==> config.mk <==
export PLATFORM = sky130hd
export DESIGN_NAME = regfile_sb
export DESIGN_NICKNAME = d
export VERILOG_FILES = /design/src/rtl/regfile_pkg.sv /design/src/rtl/rf_entry.sv /design/src/rtl/regfile_sb.sv
export SDC_FILE = /design/constraint.sdc
export NUM_CORES = 1
export LEC_CHECK = 0
export CAP_MARGIN = 0
export CORE_MARGIN = 2
export CORE_UTILIZATION = 30
export CTS_CLUSTER_SIZE = 14
export DETAILED_ROUTE_END_ITERATION = 16
export RECOVER_POWER = 50
export SETUP_SLACK_MARGIN = 0.1
export SLEW_MARGIN = 30
export SYNTH_ARGS = -nofsm -noshare
export SYNTH_HDL_FRONTEND = slang
export SYNTH_SLANG_ARGS = --single-unit
==> constraint.sdc <==
create_clock -name clk -period 11.7 [get_ports clk]
set_clock_uncertainty 0.15 [all_clocks]
set_input_delay 3.51 -clock clk [delete_from_list [all_inputs] [get_ports clk]]
set_output_delay 3.51 -clock clk [all_outputs]
set_load 0.02 [all_outputs]
==> src/rtl/regfile_pkg.sv <==
// Shared defaults and types for the scoreboarded register file.
package regfile_pkg;

  localparam int DATA_W_DEF  = 16;
  localparam int ADDR_W_DEF  = 4;
  localparam int NUM_RD_DEF  = 2;
  localparam int CNT_W_DEF   = 2;
  localparam int CNT_SAT_DEF = (1 << CNT_W_DEF) - 1;

  // Net effect of one clock edge on a pending-write counter
  typedef enum logic [1:0] {
    CNT_HOLD = 2'd0,
    CNT_INC  = 2'd1,
    CNT_DEC  = 2'd2
  } cnt_op_e;

endpackage

==> src/rtl/rf_entry.sv <==
// One architectural register: data word plus its pending-write counter.
// The parent decides whether a reservation is granted; this entry only
// applies the granted reservation and the write strobe.
module rf_entry
  import regfile_pkg::*;
#(
  parameter int DATA_W = DATA_W_DEF,
  parameter int CNT_W  = CNT_W_DEF
) (
  input  logic              clk,
  input  logic              rst,
  input  logic              wr,
  input  logic [DATA_W-1:0] wr_data,
  input  logic              rsv,
  output logic [DATA_W-1:0] data,
  output logic              busy,
  output logic              sat,
  output logic              empty
);

  logic [CNT_W-1:0] cnt;
  logic [CNT_W-1:0] cnt_next;
  cnt_op_e          op;

  // Choose counter action: a write and a reservation in the same edge cancel
  always_comb begin
    op = CNT_HOLD;
    if (rsv && !wr) begin
      op = CNT_INC;
    end else if (wr && !rsv && (cnt != '0)) begin
      op = CNT_DEC;
    end
  end

  // Next counter value, also exported (as busy) for early release to readers
  always_comb begin
    cnt_next = cnt;
    case (op)
      CNT_INC: cnt_next = cnt + 1'b1;
      CNT_DEC: cnt_next = cnt - 1'b1;
      default: cnt_next = cnt;
    endcase
  end

  assign sat   = (cnt == {CNT_W{1'b1}});
  assign empty = (cnt == '0);
  // While held in reset the next state is necessarily zero
  assign busy  = rst && (cnt_next != '0);

  // Data and counter state, cleared asynchronously
  always_ff @(posedge clk or negedge rst) begin
    if (!rst) begin
      data <= '0;
      cnt  <= '0;
    end else begin
      if (wr) begin
        data <= wr_data;
      end
      cnt <= cnt_next;
    end
  end

endmodule

==> src/rtl/regfile_sb.sv <==
// Register file with per-register pending-write scoreboard, write-to-read
// bypass and a sticky error flag for writes nobody reserved.
module regfile_sb
  import regfile_pkg::*;
#(
  parameter int DATA_W = DATA_W_DEF,
  parameter int ADDR_W = ADDR_W_DEF,
  parameter int NUM_RD = NUM_RD_DEF,
  parameter int CNT_W  = CNT_W_DEF
) (
  input  logic                     clk,
  input  logic                     rst,
  input  logic [NUM_RD*ADDR_W-1:0] rd_addr,
  output logic [NUM_RD*DATA_W-1:0] rd_data,
  output logic [NUM_RD-1:0]        rd_busy,
  input  logic                     wr_en,
  input  logic [ADDR_W-1:0]        wr_addr,
  input  logic [DATA_W-1:0]        wr_data,
  input  logic                     rsv_en,
  input  logic [ADDR_W-1:0]        rsv_addr,
  output logic                     rsv_ok,
  output logic                     wr_err
);

  localparam int NUM_REGS = 2 ** ADDR_W;

  logic [DATA_W-1:0]   reg_data [NUM_REGS];
  logic [NUM_REGS-1:0] busy_vec;
  logic [NUM_REGS-1:0] sat_vec;
  logic [NUM_REGS-1:0] empty_vec;
  logic                wr_act;
  logic                rsv_act;

  // Register 0 is hard-wired: reads zero, never pending, never saturated
  assign reg_data[0]  = '0;
  assign busy_vec[0]  = 1'b0;
  assign sat_vec[0]   = 1'b0;
  assign empty_vec[0] = 1'b1;

  assign wr_act = wr_en && (wr_addr != '0);

  // A saturated counter can still accept a reservation when a write to the
  // same register retires in the same edge, because the two cancel out.
  assign rsv_ok  = (rsv_addr == '0) || !sat_vec[rsv_addr] ||
                   (wr_en && (wr_addr == rsv_addr));
  assign rsv_act = rsv_en && rsv_ok && (rsv_addr != '0);

  generate
    for (genvar k = 1; k < NUM_REGS; k++) begin : g_ent
      logic wr_hit;
      logic rsv_hit;

      assign wr_hit  = wr_act  && (wr_addr  == ADDR_W'(k));
      assign rsv_hit = rsv_act && (rsv_addr == ADDR_W'(k));

      rf_entry #(
        .DATA_W (DATA_W),
        .CNT_W  (CNT_W)
      ) u_ent (
        .clk     (clk),
        .rst     (rst),
        .wr      (wr_hit),
        .wr_data (wr_data),
        .rsv     (rsv_hit),
        .data    (reg_data[k]),
        .busy    (busy_vec[k]),
        .sat     (sat_vec[k]),
        .empty   (empty_vec[k])
      );
    end

    for (genvar i = 0; i < NUM_RD; i++) begin : g_rd
      logic [ADDR_W-1:0] ra;

      assign ra = rd_addr[i*ADDR_W +: ADDR_W];
      assign rd_data[i*DATA_W +: DATA_W] =
        (wr_act && (ra == wr_addr)) ? wr_data : reg_data[ra];
      assign rd_busy[i] = busy_vec[ra];
    end
  endgenerate

  // Sticky error: a write retired into a register with nothing pending
  always_ff @(posedge clk or negedge rst) begin
    if (!rst) begin
      wr_err <= 1'b0;
    end else if (wr_act && empty_vec[wr_addr]) begin
      wr_err <= 1'b1;
    end
  end

endmodule

==> impl_metrics.json <==
{
  "grt_first_pass_wirelength_mm": 79.60,
  "clk_latency_ps": 590,
  "setup_violations": 0,
  "cts_sinks": 271,
  "antenna_left": 0,
  "dp.cells": 2137,
  "ys_top_cells_by_area": "dfrtp_1 43%, mux4_2 18%, mux2_2 14%",
  "synth_seq_cells": 271,
  "power.leakage_uw": 0.007797,
  "ys_types": 61,
  "drtIter0Drc": 1231,
  "cts_htree_levels": 1,
  "yosysWarnings": 0,
  "place_congestion": 0.9364,
  "p_seq_share_pct": 42.4,
  "clockBufferDepth": 3,
  "grt_max_degree": 88,
  "violations": "max-capacitance violations, max-slew violations",
  "maxSlewViolCount": 204,
  "antenna_found_initial": 0,
  "cts_setup_buffers": 0,
  "fin_nets": 1517,
  "r2r-start": "g_ent[12].u_ent.cnt[1]",
  "hold_end": "wr_err",
  "syn_area_per_cell_sq_um": 11.01,
  "ir_drop_mv": 0.1284,
  "routedWlPerCell_um": 23.97,
  "start_kind": "input port",
  "die_y_um": 234.6,
  "dieArea_sq_mm": 0.05502,
  "multiInputGateArea_sq_mm": 0.008692,
  "hold_buffers": 0,
  "num_rows": 84,
  "worst_pin_slew_ps": 4794,
  "drt_wl_total_mm": 52.55,
  "async_flop_share_pct": 100.0,
  "ys_top_cells_by_count": "387 x nand2_1, 271 x dfrtp_1, 192 x mux2_2",
  "drcViolationCount": 0,
  "first_pass_iters": 5,
  "clkPwrFrac_pct": 31.0,
  "ys_dominant_reg_cell": "dfrtp_1",
  "cp.required_ps": 8040,
  "ys_seq_area_share_pct": 42.53,
  "fin_crit_sh_pct": 97.05,
  "fill_cells": 5184,
  "r2r_slack_ps": 9000,
  "hold_depth": 1,
  "grt_pass1_vias": 12285,
  "insertedDiodeCount": 0,
  "syn-num-nets": 1484,
  "min_path_type": "flop to flop",
  "fmax_mhz": 88.06,
  "viasPerCell": 5.644,
  "synth_top_area_share_pct": 42.53,
  "synthesis.area_sq_mm": 0.01595,
  "hpwlAfterDp_mm": 32.22,
  "tritoncts": "built",
  "setup_tns_ps": 0,
  "drive_gt1_share_pct": 29.45,
  "die_x_um": 234.6,
  "area_growth_pct": 15.58,
  "maxCapViolCount": 4,
  "critPathCaptureType": "primary output",
  "seq_area_sq_mm": 0.006782,
  "worstPathArrival_ps": 7700,
  "io_buffers": 71,
  "synth.most_common_cell": "nand2_1",
  "initial_core_util_pct": 30.35,
  "grt_usage_pct": 19.22,
  "worstPathMaxFanout": 23,
  "worstReg2RegEnd": "g_ent[13].u_ent.cnt[0]",
  "pwr-share-comb_pct": 26.6,
  "clk_pin_slew_ps": 60,
  "status": "complete, but fails checks",
  "cts_buffers": 30,
  "coreArea_sq_mm": 0.05255,
  "grt_setup_unrepaired": "false",
  "cts_root_buf": "clkbuf_16",
  "power.switching_uw": 976.9,
  "io_pins": 72,
  "vias": 12372,
  "syn_inst": 1448,
  "synth-edff-count": 0,
  "timing.final.hold_violations": 0,
  "powerDensity_mw_per_mm2": 171.4,
  "slew_headroom_pct": -219.6,
  "crit_type": "input port to primary output",
  "p_int_uw": 2182,
  "r2r_cells": 10,
  "synth_area_leader_cell": "dfrtp_1",
  "hp-start": "wr_err",
  "min_period_ps": 11360,
  "switching_share_pct": 30.93,
  "grt.overflow.total": 0,
  "cts.repair.resized": 0,
  "stdcell_count": 2192
}
[metal layers]
| layer | global-route usage [%] | up-vias | share of wire, % |
|---|---|---|---|
| li1 | - | 5319 | - |
| met1 | 26.68 | 6398 | 42 |
| met2 | 30.78 | 551 | 46 |
| met3 | 3.319 | 104 | 8.0 |
| met4 | 5.700 | 0 | 3.3 |
| met5 | 0 | - | 0 |
[flip-flops by register name (all words and copies together) (netlist names)]
register and count:
wr_err 1, g_ent.u_ent.data 240, g_ent.u_ent.cnt 30
[per-stage QoR]
stage          setup WS [ps]  hold WS, ps  utilization [%]  instance area [sq um]  power [uW]
2_1_floorplan           2276        307.6                -                  15950        1888
3_3_place_gp           775.1        316.0            33.18                  17440        2156
3_5_place_dp           698.1        319.2            33.20                  17450        2191
4_1_cts                651.1        336.3            35.15                  18470        3177
5_1_grt                194.4        355.0            35.07                  18430        3315
6_report               344.6        327.9            35.07                  18430        3159
[worst max-delay path by stage]
stage / from / endpoint / slack, ps / cells past startpoint
floorplan: rd_addr[0] / rd_data[0] / 2280 / 5
global placement: rsv_addr[3] / rd_busy[1] / 780 / 12
detailed placement: rsv_addr[3] / rd_busy[1] / 700 / 12
CTS: rsv_addr[3] / rd_busy[1] / 650 / 12
global route: wr_addr[1] / rd_busy[0] / 190 / 10
finish: wr_addr[1] / rd_busy[0] / 340 / 10
[power by group through the flow]
stage,Sequential [uW],Combinational (uW),Clock [uW]
floorplan,1280,610,0
CTS,1330,847,996
detailed placement,1350,842,0
global route,1370,909,1040
global placement,1330,826,0
finish,1340,841,979
[layout make-up]
cell class	instances	share of cell area, %
multi-input cells	1049	47.16
flip-flops and latches	271	36.79
repair buffers	114	5.505
clock buffers	45	4.813
well taps	688	4.670
clock inverters	10	0.7535
inverters	15	0.3055
[worst max-delay path, cell delays in order]
cell	delay [ps]
clkdlybuf4s50_1	620
clkbuf_1	880
nor2b_1	400
nand2_1	440
or3_1	480
nand2_1	70
o22ai_1	70
or3_1	360
a32o_1	310
clkdlybuf4s50_1	550
[cells in the final DEF, fill, tap and decap left out, types with 10 or more instances in the layout]
cell	Yosys	routed
buf_4	1	36
dfrtp_1	271	271
or2_2	10	10
clkbuf_16	0	30
mux2_2	192	192
a211oi_1	10	10
nand2_1	387	387
nand3_1	22	22
nor3_1	24	23
clkdlybuf4s50_1	0	65
inv_1	12	12
xnor2_1	12	12
a22o_1	31	31
a21oi_1	32	32
nor2_1	51	41
o21ai_0	41	41
clkbuf_1	83	16
mux4_2	129	129
[kinds of logic after synthesis]
family | after synthesis | share of synthesized area [%]
buf+inv | 128 | 3.248
fa+ha+maj | 1 | 0.06277
mux | 321 | 31.78
simple gates | 549 | 14.55
flops | 271 | 42.53
compound gates | 166 | 7.172
xor+xnor | 12 | 0.6591
Note: power is estimated with default switching activity, not from simulation.
==> RTL edit 1: new RTL, same flow settings <==
Add an input register stage for `rd_addr`, `wr_en`, `wr_addr`, `wr_data`, `rsv_en` and `rsv_addr`; this delays them by one clock.
--- a/src/rtl/regfile_sb.sv
+++ b/src/rtl/regfile_sb.sv
@@ -24,6 +24,22 @@
 
   localparam int NUM_REGS = 2 ** ADDR_W;
 
+  logic [NUM_RD*ADDR_W-1:0] rd_addr_q;
+  logic wr_en_q;
+  logic [ADDR_W-1:0] wr_addr_q;
+  logic [DATA_W-1:0] wr_data_q;
+  logic rsv_en_q;
+  logic [ADDR_W-1:0] rsv_addr_q;
+
+  always_ff @(posedge clk) begin
+    rd_addr_q  <= rd_addr;
+    wr_en_q    <= wr_en;
+    wr_addr_q  <= wr_addr;
+    wr_data_q  <= wr_data;
+    rsv_en_q   <= rsv_en;
+    rsv_addr_q <= rsv_addr;
+  end
+
   logic [DATA_W-1:0]   reg_data [NUM_REGS];
   logic [NUM_REGS-1:0] busy_vec;
   logic [NUM_REGS-1:0] sat_vec;
@@ -37,21 +53,21 @@
   assign sat_vec[0]   = 1'b0;
   assign empty_vec[0] = 1'b1;
 
-  assign wr_act = wr_en && (wr_addr != '0);
+  assign wr_act = wr_en_q && (wr_addr_q != '0);
 
   // A saturated counter can still accept a reservation when a write to the
   // same register retires in the same edge, because the two cancel out.
-  assign rsv_ok  = (rsv_addr == '0) || !sat_vec[rsv_addr] ||
-                   (wr_en && (wr_addr == rsv_addr));
-  assign rsv_act = rsv_en && rsv_ok && (rsv_addr != '0);
+  assign rsv_ok  = (rsv_addr_q == '0) || !sat_vec[rsv_addr_q] ||
+                   (wr_en_q && (wr_addr_q == rsv_addr_q));
+  assign rsv_act = rsv_en_q && rsv_ok && (rsv_addr_q != '0);
 
   generate
     for (genvar k = 1; k < NUM_REGS; k++) begin : g_ent
       logic wr_hit;
       logic rsv_hit;
 
-      assign wr_hit  = wr_act  && (wr_addr  == ADDR_W'(k));
-      assign rsv_hit = rsv_act && (rsv_addr == ADDR_W'(k));
+      assign wr_hit  = wr_act  && (wr_addr_q == ADDR_W'(k));
+      assign rsv_hit = rsv_act && (rsv_addr_q == ADDR_W'(k));
 
       rf_entry #(
         .DATA_W (DATA_W),
@@ -60,7 +76,7 @@
         .clk     (clk),
         .rst     (rst),
         .wr      (wr_hit),
-        .wr_data (wr_data),
+        .wr_data (wr_data_q),
         .rsv     (rsv_hit),
         .data    (reg_data[k]),
         .busy    (busy_vec[k]),
@@ -72,9 +88,9 @@
     for (genvar i = 0; i < NUM_RD; i++) begin : g_rd
       logic [ADDR_W-1:0] ra;
 
-      assign ra = rd_addr[i*ADDR_W +: ADDR_W];
+      assign ra = rd_addr_q[i*ADDR_W +: ADDR_W];
       assign rd_data[i*DATA_W +: DATA_W] =
-        (wr_act && (ra == wr_addr)) ? wr_data : reg_data[ra];
+        (wr_act && (ra == wr_addr_q)) ? wr_data_q : reg_data[ra];
       assign rd_busy[i] = busy_vec[ra];
     end
   endgenerate
@@ -83,7 +99,7 @@
   always_ff @(posedge clk or negedge rst) begin
     if (!rst) begin
       wr_err <= 1'b0;
-    end else if (wr_act && empty_vec[wr_addr]) begin
+    end else if (wr_act && empty_vec[wr_addr_q]) begin
       wr_err <= 1'b1;
     end
   end
Behaviour: not the same (Yosys sat finds a counterexample within 4 cycles, from zero or initial values and one cycle with rst low).
==> RTL edit 1 against the original RTL <==
The flow still finishes with violations (capacitance limit, slew limit). Design area is 4.5% higher. Largest power group unchanged. Die area rose by 4.2%. Sequential cell count increased by 34. Register-to-register slack got worse by 1700 ps. Synthesized area is 4.3% higher. Global-route usage shrank 0.92 points. Cell count grew 4.3%. Non-clock buffer count decreased by 11. Worst setup slack better by 1900 ps. Critical endpoint is now rd_busy[1]. Routed wire length is 0.84% lower. Total power increased by 8.5%.
==> RTL edit 1: results (changes against the original RTL) <==
Parameter                              Value

Layout
  Layout cells sized above 1 ... 27.9% (was 29.5%)
  Final net count ... 1546 (was 1517)
  Clock buffer instance count of the final layout ... 56 (was 45)
  Flip-flop and latch count ... 305 (was 271)
  FILL cells ... 5402 (was 5184)
  Largest registers ... g_ent.u_ent.data x240, g_ent.u_ent.cnt x30, wr_data_q x16 (was g_ent.u_ent.data x240, g_ent.u_ent.cnt x30, wr_err x1)

Drt
  Total length of routed met3 wires ... 3100 um (was 4220 um)
  Met1 wire length ... 22700 um (was 22300 um)
  Detail-routed net length per standard cell ... 22.8 um (was 24.0 um)
  Overall routed net length ... 52100 um (was 52500 um)
  Routed vias ... 12401 (was 12372)

Power
  Power share of the sequential group ... 43.4% (was 42.4%)
  Total Power ... 3.43 mW (was 3.16 mW)
  Switching power total ... 1.02 mW (was 977 uW)

Synthesis
  Cell count after synthesis ... 1482 (was 1448)
  Top cells by count, synth ... 387 x nand2_1, 271 x dfrtp_1, 192 x mux2_2, 129 x mux4_2, 85 x clkbuf_1 (was 387 x nand2_1, 271 x dfrtp_1, 192 x mux2_2, 129 x mux4_2, 83 x clkbuf_1)
  FFs w/ async S/R, synth ... 88.9% (was 100%)
  Top post-synthesis cells by area ... dfrtp_1 41%, mux4_2 17%, mux2_2 13% (was dfrtp_1 43%, mux4_2 18%, mux2_2 14%)
  Share of the yosys chip area belonging to registers ... 44.9% (was 42.5%)

Worst setup path
  Setup slack of the worst register-to-register path ... 7350 ps (was 9000 ps)
  Critical path's largest stage delay ... 610 ps (was 880 ps)
  Maximum fanout along the worst path ... 72 (was 23)
  Setup crit end ... rd_busy[1] (was rd_busy[0])
  Worst setup path startpoint ... rst (was wr_addr[1])
  Worst Reg2Reg Path Length in Cells ... 5 (was 10)

Clock network
  TritonCTS Buffers ... 36 (was 30)
  Worst-Skew Late Latency ... 530 ps (was 590 ps)

STA
  Number of max-slew violations in the final report ... 230 (was 204)

Global route
  All-Layer GR Usage ... 18.3% (was 19.2%)
  Maximum number of pins on one net before global-route repair ... 140 (was 88)
  Met1 global-route usage ... 24.5% (was 26.7%)

Flow run
  Max_cap viols ... 12 (was 4)

Run status
  Outcome ... finished with violations (unchanged)
  Violated checks ... capacitance limit, slew limit (unchanged)

Die
  Number of cell rows ... 86 (was 84)

Placement
  Post-detail-place hpwl ... 30500 um (was 32200 um)
  Cell area reported after detailed placement ... 18100 um^2 (was 17400 um^2)

Worst hold path
  Worst hold path endpoint ... g_ent[10].u_ent.data[4]$_DFFE_PN0P_ (was wr_err$_DFFE_PN0P_)
==> RTL edit 1: changes by cell type in the layout (fill, tap and decap cells not counted), moves of 2 or more <==
cell and change:
dfxtp_1 +29, and2_1 -4, nor2_1 +5, nor2_2 -4, clkinv_2 +3, clkinv_4 -2, dfxtp_4 +4, and2_0 +4
clkdlybuf4s50_1 +5, buf_4 -18, clkbuf_16 +8, clkbuf_1 +4
==> RTL edit 1: logic make-up after synthesis <==
logic type	after synthesis	share of synthesized area, %
buffers and inverters	128	3.10
XOR/XNOR	12	0.632
AND/OR/NAND/NOR	549	14.0
multiplexers	321	30.5
adder cells (fa/ha/maj)	1	0.0602
AO/OA/AOI/OAI	166	6.88
flip-flops	305	44.9
==> RTL edit 1: stage by stage <==
stage	hold slack [ps]	util, %
global route	370	35.0
CTS	345	35.2
floorplan	308	-
finish	342	35.0
global placement	320	33.0
detailed placement	329	33.0
==> RTL edit 2: new RTL, same flow settings <==
Made on the original files. The package constant `NUM_RD_DEF` goes from 2 to 4.
--- a/src/rtl/regfile_pkg.sv
+++ b/src/rtl/regfile_pkg.sv
@@ -3,7 +3,7 @@
 
   localparam int DATA_W_DEF  = 16;
   localparam int ADDR_W_DEF  = 4;
-  localparam int NUM_RD_DEF  = 2;
+  localparam int NUM_RD_DEF  = 4;
   localparam int CNT_W_DEF   = 2;
   localparam int CNT_SAT_DEF = (1 << CNT_W_DEF) - 1;
 
Interface: changed (resized rd_addr, rd_busy and rd_data); port bits go from 72 to 114. No check against the original RTL was run, so the function may have changed too.
==> RTL edit 2 against the original RTL <==
The flow still finishes with violations (capacitance limit, slew limit). Worst setup slack improved by 13 ps. Design area increased by 28%. Routed wire length is 41% higher. Sequential cell count is the same. Worst hold slack gained 2.5 ps. Synthesized cell count increased by 17%. Total power grew 23%. Sequential share of layout area shrank 8.1 points. Register-to-register slack worse by 300 ps. Synthesized area grew 28%.
==> RTL edit 2: results (changes against the original RTL) <==
Parameter                              Value

Placement
  Cell area reported after detailed placement ... 22500 um^2 (was 17400 um^2)
  Port Buffer Count ... 113 (was 71)

Layout
  Layout non-clock buf frac ... 6.60% (was 5.51%)
  Count of multi-input gates ... 1234 (was 1049)
  Layout cells sized above 1 ... 39.2% (was 29.5%)
  Seq/total area ... 28.7% (was 36.8%)
  Signed area change from the synthesized netlist to the final layout ... 15.5% (was 15.6%)
  Total area of multi-input combinational cells ... 13000 um^2 (was 8690 um^2)

Power
  Power density of the placed cells ... 164 nW/um^2 (was 171 nW/um^2)
  Leakage power figure ... 9.21 nW (was 7.80 nW)

Clock network
  Worst-Skew Late Latency ... 550 ps (was 590 ps)
  Number of H-tree levels ... 2 (was 1)
  TritonCTS Buffers ... 35 (was 30)

Synthesis
  Cell count after synthesis ... 1691 (was 1448)
  Share of the yosys chip area belonging to registers ... 33.1% (was 42.5%)
  Xor/xnor share of the synthesized area ... 0.855% (was 0.659%)
  Top cells by count, synth ... 288 x mux2_2, 271 x dfrtp_1, 257 x mux4_2, 219 x nand2_1, 101 x clkbuf_1 (was 387 x nand2_1, 271 x dfrtp_1, 192 x mux2_2, 129 x mux4_2, 83 x clkbuf_1)
  Multiplexer share of the synthesized area ... 46.2% (was 31.8%)
  Count of cell types in the netlist ... 55 (was 61)
  Compound-cell area share of the yosys netlist ... 8.18% (was 7.17%)
  Top post-synthesis cells by area ... dfrtp_1 33%, mux4_2 28%, mux2_2 16% (was dfrtp_1 43%, mux4_2 18%, mux2_2 14%)
  Adder and majority gate portion of the synthesized area ... 0% (was 0.0628%)

Flow run
  Max_cap viols ... 3 (was 4)

Worst setup path
  Setup crit end ... rd_busy[2] (was rd_busy[0])
  FF-to-FF Start ... g_ent[13].u_ent.cnt[0]$_DFF_PN0_ (was g_ent[12].u_ent.cnt[1]$_DFF_PN0_)
  Critical path's largest stage delay ... 810 ps (was 880 ps)
  Slowest cell on the critical path ... clkdlybuf4s50_1 (was clkbuf_1)
  Worst EP arrival ... 7680 ps (was 7700 ps)

Global route
  All-Layer GR Usage ... 21.1% (was 19.2%)
  Global-route wire length before repair ... 111000 um (was 79600 um)

Run status
  Outcome ... finished with violations (unchanged)
  Violated checks ... capacitance limit, slew limit (unchanged)

Drt
  Met2 wire len ... 34800 um (was 24300 um)

STA
  Min setup slack post-route ... 357 ps (was 345 ps)
  Final hold slack ... 330 ps (was 328 ps)
  Number of max-slew violations in the final report ... 124 (was 204)
RTL edit 2: cell types whose count changed in the layout (fill, tap and decap cells not counted), sizes merged, moves of 25 or more:
| cell | change |
|---|---|
| o21ai | +45 |
| nand2 | -168 |
| mux4 | +128 |
| mux2i | +43 |
| clkdlybuf4s50 | +30 |
| buf | +25 |
| mux2 | +96 |
RTL edit 2: where the power goes:
part / total [mW] / switching (mW) / internal, mW
clock: 1.11 / 0.449 / 0.659
sequential: 1.41 / 0.264 / 1.15
combinational: 1.36 / 0.585 / 0.780
RTL edit 2: logic make-up (layout without fill, tap and decap cells):
family | after synthesis | count (layout)
DFF | 271 | 271
xor gates and xnor gates | 20 | 20
and+or+nand+nor | 372 | 372
buffers and inverters | 186 | 251
AOI/OAI and AO/OA | 254 | 254
muxes | 588 | 588
RTL edit 2: metal layers:
metal  track usage, %  up-vias
li1                 -     6647
met1             27.8     8239
met2             33.8      883
met3             5.14      154
met4             7.31        0
met5                0        -
